--- src/rtl/rt_deadline_monitor_pkg.sv ---
// Shared types and defaults for the real-time deadline monitor.
package rt_mon_pkg;

  typedef enum logic [1:0] {
    IDLE     = 2'd0,
    TRACK    = 2'd1,
    HARD_ERR = 2'd2
  } rt_state_e;

  localparam int DEF_DEADLINE   = 20;
  localparam int DEF_MAX_MISSES = 3;
  localparam int MISS_W         = 3;

endpackage

--- src/rtl/rt_deadline_monitor_if.sv ---
// Strobe inputs and status outputs of the deadline monitor.
interface rt_deadline_monitor_if #(
  parameter int CNT_W = 6
) ();

  logic             check_i;
  logic             event_i;
  logic             err_i;
  logic             clear_i;
  logic             armed_o;
  logic [CNT_W-1:0] gap_o;
  logic [2:0]       miss_cnt_o;
  logic             soft_miss_o;
  logic             error;

  modport master (
    output check_i, event_i, err_i, clear_i,
    input  armed_o, gap_o, miss_cnt_o, soft_miss_o, error
  );

  modport slave (
    input  check_i, event_i, err_i, clear_i,
    output armed_o, gap_o, miss_cnt_o, soft_miss_o, error
  );

endinterface

--- src/rtl/rt_deadline_monitor_sat_counter.sv ---
// Clearable up-counter reaching LIMIT: either restarts at 0 (WRAP) or saturates at LIMIT.
// term_o flags the increment that reaches LIMIT, so the owner can register a pulse.
module rt_sat_counter #(
  parameter int W     = 6,
  parameter int LIMIT = 20,
  parameter bit WRAP  = 1'b1
) (
  input  logic         clk,
  input  logic         rst_n,
  input  logic         clr_i,
  input  logic         inc_i,
  output logic [W-1:0] cnt_o,
  output logic         term_o
);

  localparam logic [W-1:0] LAST = W'(LIMIT - 1);
  localparam logic [W-1:0] TOP  = W'(LIMIT);

  logic [W-1:0] cnt_q, cnt_d;

  always_comb begin
    cnt_d  = cnt_q;
    term_o = 1'b0;
    if (clr_i) begin
      cnt_d = '0;
    end else if (inc_i) begin
      if (cnt_q == LAST) begin
        term_o = 1'b1;
        cnt_d  = WRAP ? '0 : TOP;
      end else if (WRAP || (cnt_q != TOP)) begin
        cnt_d = cnt_q + 1'b1;
      end
    end
  end

  always_ff @(posedge clk or negedge rst_n) begin
    if (!rst_n) cnt_q <= '0;
    else        cnt_q <= cnt_d;
  end

  assign cnt_o = cnt_q;

endmodule

--- src/rtl/rt_deadline_monitor.sv ---
// Measures event-cycle gaps between checks, pulses on soft deadline misses and
// escalates to a sticky hard error after MAX_MISSES misses or any upstream error.
module rt_deadline_monitor
  import rt_mon_pkg::*;
#(
  parameter int DEADLINE   = DEF_DEADLINE,
  parameter int MAX_MISSES = DEF_MAX_MISSES,
  parameter int CNT_W      = 6
) (
  input  logic            clk,
  input  logic            rst_n,
  rt_deadline_monitor_if.slave mon
);

  if ((2 ** CNT_W) <= DEADLINE || DEADLINE < 1) begin : g_bad_deadline
    $error("rt_deadline_monitor: CNT_W too narrow for DEADLINE");
  end
  if (MAX_MISSES < 1 || MAX_MISSES > 7) begin : g_bad_misses
    $error("rt_deadline_monitor: MAX_MISSES must be 1..7");
  end

  rt_state_e         state_q, state_d;
  logic              soft_miss_q, soft_miss_d;
  logic              armed_q, error_q;
  logic              gap_clr, gap_inc, gap_term;
  logic              miss_clr, miss_inc, miss_term;
  logic [CNT_W-1:0]  gap_cnt;
  logic [MISS_W-1:0] miss_cnt;

  rt_sat_counter #(.W(CNT_W), .LIMIT(DEADLINE), .WRAP(1'b1)) u_gap (
    .clk    (clk),
    .rst_n  (rst_n),
    .clr_i  (gap_clr),
    .inc_i  (gap_inc),
    .cnt_o  (gap_cnt),
    .term_o (gap_term)
  );

  rt_sat_counter #(.W(MISS_W), .LIMIT(MAX_MISSES), .WRAP(1'b0)) u_miss (
    .clk    (clk),
    .rst_n  (rst_n),
    .clr_i  (miss_clr),
    .inc_i  (miss_inc),
    .cnt_o  (miss_cnt),
    .term_o (miss_term)
  );

  // Priority: err_i, clear_i, check_i, event_i. An upstream error freezes the counters.
  always_comb begin
    state_d     = state_q;
    soft_miss_d = 1'b0;
    gap_clr     = 1'b0;
    gap_inc     = 1'b0;
    miss_clr    = 1'b0;
    miss_inc    = 1'b0;
    if (mon.err_i) begin
      state_d = HARD_ERR;
    end else begin
      case (state_q)
        IDLE: begin
          if (!mon.clear_i && mon.check_i) begin
            state_d  = TRACK;
            gap_clr  = 1'b1;
            miss_clr = 1'b1;
          end
        end
        TRACK: begin
          if (mon.clear_i) begin
            state_d  = IDLE;
            gap_clr  = 1'b1;
            miss_clr = 1'b1;
          end else if (mon.check_i) begin
            gap_clr = 1'b1;
          end else if (mon.event_i) begin
            gap_inc = 1'b1;
            if (gap_term) begin
              soft_miss_d = 1'b1;
              miss_inc    = 1'b1;
              if (miss_term) state_d = HARD_ERR;
            end
          end
        end
        HARD_ERR: begin
          if (mon.clear_i) begin
            state_d  = IDLE;
            gap_clr  = 1'b1;
            miss_clr = 1'b1;
          end
        end
        default: state_d = IDLE;
      endcase
    end
  end

  always_ff @(posedge clk or negedge rst_n) begin
    if (!rst_n) begin
      state_q     <= IDLE;
      soft_miss_q <= 1'b0;
      armed_q     <= 1'b0;
      error_q     <= 1'b0;
    end else begin
      state_q     <= state_d;
      soft_miss_q <= soft_miss_d;
      armed_q     <= (state_d == TRACK);
      error_q     <= (state_d == HARD_ERR);
    end
  end

  assign mon.armed_o     = armed_q;
  assign mon.error       = error_q;
  assign mon.soft_miss_o = soft_miss_q;
  assign mon.gap_o       = gap_cnt;
  assign mon.miss_cnt_o  = miss_cnt;

endmodule

--- src/flat_wrapper.sv ---
// flat-port wrapper written by rule: the top's interface ports become plain ports
module rt_deadline_monitor_flat import rt_mon_pkg::*;
#(
  parameter int DEADLINE   = DEF_DEADLINE,
  parameter int MAX_MISSES = DEF_MAX_MISSES,
  parameter int CNT_W      = 6
)
  (clk, rst_n, mon_check_i, mon_event_i, mon_err_i, mon_clear_i, mon_armed_o, mon_gap_o, mon_miss_cnt_o, mon_soft_miss_o, mon_error);
  rt_deadline_monitor_if #(.CNT_W(CNT_W)) mon_i ();
  input  logic clk;
  input  logic rst_n;
  input wire logic [$bits(mon_i.check_i)-1:0] mon_check_i;
  input wire logic [$bits(mon_i.event_i)-1:0] mon_event_i;
  input wire logic [$bits(mon_i.err_i)-1:0] mon_err_i;
  input wire logic [$bits(mon_i.clear_i)-1:0] mon_clear_i;
  output wire logic [$bits(mon_i.armed_o)-1:0] mon_armed_o;
  output wire logic [$bits(mon_i.gap_o)-1:0] mon_gap_o;
  output wire logic [$bits(mon_i.miss_cnt_o)-1:0] mon_miss_cnt_o;
  output wire logic [$bits(mon_i.soft_miss_o)-1:0] mon_soft_miss_o;
  output wire logic [$bits(mon_i.error)-1:0] mon_error;
  assign mon_i.check_i = mon_check_i;
  assign mon_i.event_i = mon_event_i;
  assign mon_i.err_i = mon_err_i;
  assign mon_i.clear_i = mon_clear_i;
  assign mon_armed_o = mon_i.armed_o;
  assign mon_gap_o = mon_i.gap_o;
  assign mon_miss_cnt_o = mon_i.miss_cnt_o;
  assign mon_soft_miss_o = mon_i.soft_miss_o;
  assign mon_error = mon_i.error;
  rt_deadline_monitor #(.DEADLINE(DEADLINE), .MAX_MISSES(MAX_MISSES), .CNT_W(CNT_W)) u_core (.clk(clk), .rst_n(rst_n), .mon(mon_i));
endmodule
--- config.mk ---
export PLATFORM = sky130hd
export DESIGN_NAME = rt_deadline_monitor_flat
export DESIGN_NICKNAME = d
export VERILOG_FILES = /design/src/rtl/rt_deadline_monitor_pkg.sv /design/src/rtl/rt_deadline_monitor_if.sv /design/src/rtl/rt_deadline_monitor_sat_counter.sv /design/src/rtl/rt_deadline_monitor.sv /design/src/flat_wrapper.sv
export SDC_FILE = /design/constraint.sdc
export NUM_CORES = 1
export LEC_CHECK = 0
export ABC_AREA = 1
export CORE_ASPECT_RATIO = 0.8
export CORE_MARGIN = 2
export CORE_UTILIZATION = 44
export DETAILED_ROUTE_END_ITERATION = 6
export GPL_ROUTABILITY_DRIVEN = 0
export PLACE_DENSITY_LB_ADDON = 0.12
export REMOVE_ABC_BUFFERS = 1
export SYNTH_ARGS = -nofsm -noshare
export SYNTH_HDL_FRONTEND = slang
export SYNTH_SLANG_ARGS = --single-unit
--- constraint.sdc ---
create_clock -name clk -period 1.33 [get_ports clk]
set_input_delay 0.399 -clock clk [delete_from_list [all_inputs] [get_ports clk]]
set_output_delay 0.399 -clock clk [all_outputs]
set_load 0.05 [all_outputs]
==> impl_metrics.ini <==
[status]
status = finished with violations
violations = negative setup slack

[critical_path]
critical_path_class = flop to flop
crit_path_max_fanout = 4
cp_data_arrival_time_ns = 1.91
cp.required_ns = 1.53
end_kind = flop
worst_setup_path_start_kind = flop

[timing]
setup_viol = 21
rsz0062_at_grt = yes
fmax_mhz = 582
finalSetupTns_ns = -3.26
timing.slew.headroom = 0.749
fin_crit_sh = 1.29
fin_skew_ns = 0.00813
worst_pin_slew_ns = 0.372
drv_slew = 0
worst_slack_ns = -0.387
min_period_ns = 1.72
hold_viol_final = 0

[place]
placed_cells = 170
dp_hpwl_um = 1690
port_buffers = 17
placed_cell_area_um2 = 1360

[routing]
dr.first_iter.drc_count = 53
dr.pass1.iters = 4
ant_nets = 0
vias_per_cell = 5.86
wl_um = 4320
drc_errors = 0
wire_per_inst_um = 22.7
vias = 1114

[finish]
finalNonFillerCells = 190
final_cell_area_um2 = 1770
nNetsFinal = 182
area_delta_synth_final_pct = 104
diodes = 0
final_layout_size_suffix_gt1_frac = 0.645
fill_cells = 53

[power]
p_leak_nw = 0.841
combPwrFrac = 0.294
ir_worst_vdd_uv = 582
power.switching_mw = 0.338
seqPwrFrac = 0.444
power_frac_clock = 0.263
p_int_mw = 0.670
p_sw_frac = 0.335
power.density_nw_per_um2 = 568

[clock_tree]
cts.sinks = 14
ctsHtreeMaxLevel = 1
cts.reportedPaths.clkPinSlew_ns = 0.09
clk_latency_ns = 0.30
cts_tree = built
clockRootBuffer = clkbuf_4
cts_buffers = 3
cts_buffer_depth = 2

[synth]
synth_top_flop_cell = dfrtp_1
synth.distinct_cells = 24
yosysWarnings = 0
syn_area_per_cell_um2 = 8.22
synth_edf_count = 0
synthArstFlopShare = 1.00
synthCells = 106
yosys_register_bits = 14
ys_seq_area_frac = 0.402
netlist_area_um2 = 871

[floorplan]
fp-row-count = 14
initial_core_util = 0.465
dieArea_um2 = 2350
die_h_um = 43.8
fp.dieW_um = 53.7
core_area_um2 = 1870
io_pins = 18

[global_routing]
antenna_found_initial = 0
grt_max_degree = 15
grt_pass1_wl_um = 5000
grt_pass1_vias = 1087
grt_use_total = 0.311
grt_overflow = 0

[run]
maxCapViolCount = 0

[worst_hold_path]
hold_path_class = input port to async pin
[layout make-up]
class                      instances  area, um^2  share of cell area
timing repair buffer              57         643               0.363
inverter                          19        78.8              0.0445
sequential                        14         355               0.200
clock buffer                       3        22.5              0.0127
tap                               24        30.0              0.0169
multi-input combinational         73         643               0.363
[worst max-delay path: stages (launching register included)]
cell and delay [ns]:
dfrtp_1 0.43, inv_1 0.11, ha_1 0.15, inv_1 0.07, o21ai_0 0.32, nand2_2 0.16
clkinv_4 0.10, o211ai_1 0.11, o21ai_1 0.16
[what timing repair did]
action | in CTS | in global routing
hold buffers | 0 | 0
resized for setup | 46 | 31
setup endpoints to repair | 21 | 23
setup buffers | 12 | 7
pin swaps | 13 | 9
[metrics by stage]
| stage | util | setup slack, ns | total power, mW | hold slack, ns |
|---|---|---|---|---|
| 2_1_floorplan | - | -0.349 | 0.537 | 0.103 |
| 3_3_place_gp | 0.728 | -0.397 | 0.632 | 0.580 |
| 3_5_place_dp | 0.728 | -0.470 | 0.636 | 0.598 |
| 4_1_cts | 0.868 | -0.0947 | 0.927 | 0.421 |
| 5_1_grt | 0.946 | -0.511 | 1.02 | 0.445 |
| 6_report | 0.946 | -0.387 | 1.01 | 0.412 |
[kinds of logic (layout without fill, tap and decap cells)]
kind of cell,count (synthesis),count (layout),share of synthesized area
and+or+nand+nor,46,46,0.277
buffers and inverters,19,79,0.0833
AOI/OAI and AO/OA,18,18,0.112
DFF,14,14,0.402
adders and majority gates,8,8,0.115
xor gates and xnor gates,1,1,0.0101
[synth_stat cells (3+ instances only)]
master    n  area share
a21oi_1   7       0.040
dfrtp_1  14        0.40
ha_1      8        0.11
inv_1    15       0.065
inv_2     3       0.013
nand2_1  15       0.065
nand3_1  10       0.057
nand4_1   4       0.029
nor2_1    6       0.026
o21ai_0   6       0.034
[power by group through the flow]
stage / logic [mW] / clock network [mW] / registers, mW
global placement: 0.181 / 0 / 0.451
detailed placement: 0.185 / 0 / 0.451
floorplan: 0.0665 / 0 / 0.470
finish: 0.296 / 0.264 / 0.447
CTS: 0.236 / 0.246 / 0.444
global route: 0.306 / 0.268 / 0.448
[per-layer routing]
metal  up-vias  global-route usage  wire length, um
li1        470                   -                -
met1       521               0.338             1630
met2        94               0.500             2070
met3        29              0.0966              372
met4         0               0.236              242
met5         -                   0                0
[path summary, 6_finish.rpt]
path,startpoint,endpoint,slack [ns],depth (start not counted)
worst max-delay path,u_core.u_miss.cnt_o[0],u_core.u_miss.cnt_o[0],-0.39,8
worst min-delay path,rst_n,u_core.u_gap.cnt_o[4],0.41,2
worst max register to register,u_core.u_miss.cnt_o[0],u_core.u_miss.cnt_o[0],-0.39,8
worst min register to register,u_core.u_miss.cnt_o[1],u_core.u_miss.cnt_o[1],0.66,2
max in group asynchronous,rst_n,u_core.u_miss.cnt_o[1],0.72,2
min in group clk,mon_err_i,u_core.state_q[1],0.60,3
[cell usage in the layout, fill, tap and decap left out, types with 3 or more instances in the layout]
master and count:
buf_6 14, dfrtp_2 4, o21ai_2 3, ha_1 3
buf_4 26, dfrtp_1 10, nor2_1 4, a21oi_2 7
inv_2 7, nor2_4 4, nand3_2 4, buf_12 12
o21ai_1 3, nand4_1 4, clkbuf_4 3, nand2_1 9
nand3_4 3, ha_4 4, nand3_1 4, nand2_2 5
nand2_4 4, inv_1 10
[sequential cells by signal, indices dropped and copies added, names as in the netlist]
| register | flops |
|---|---|
| u_core.u_gap.cnt_o | 6 |
| u_core.u_miss.cnt_o | 3 |
| u_core.state_q | 2 |
| u_core.mon.soft_miss_o | 1 |
| u_core.mon.error | 1 |
| u_core.mon.armed_o | 1 |
(Power assumes the default switching activity.)
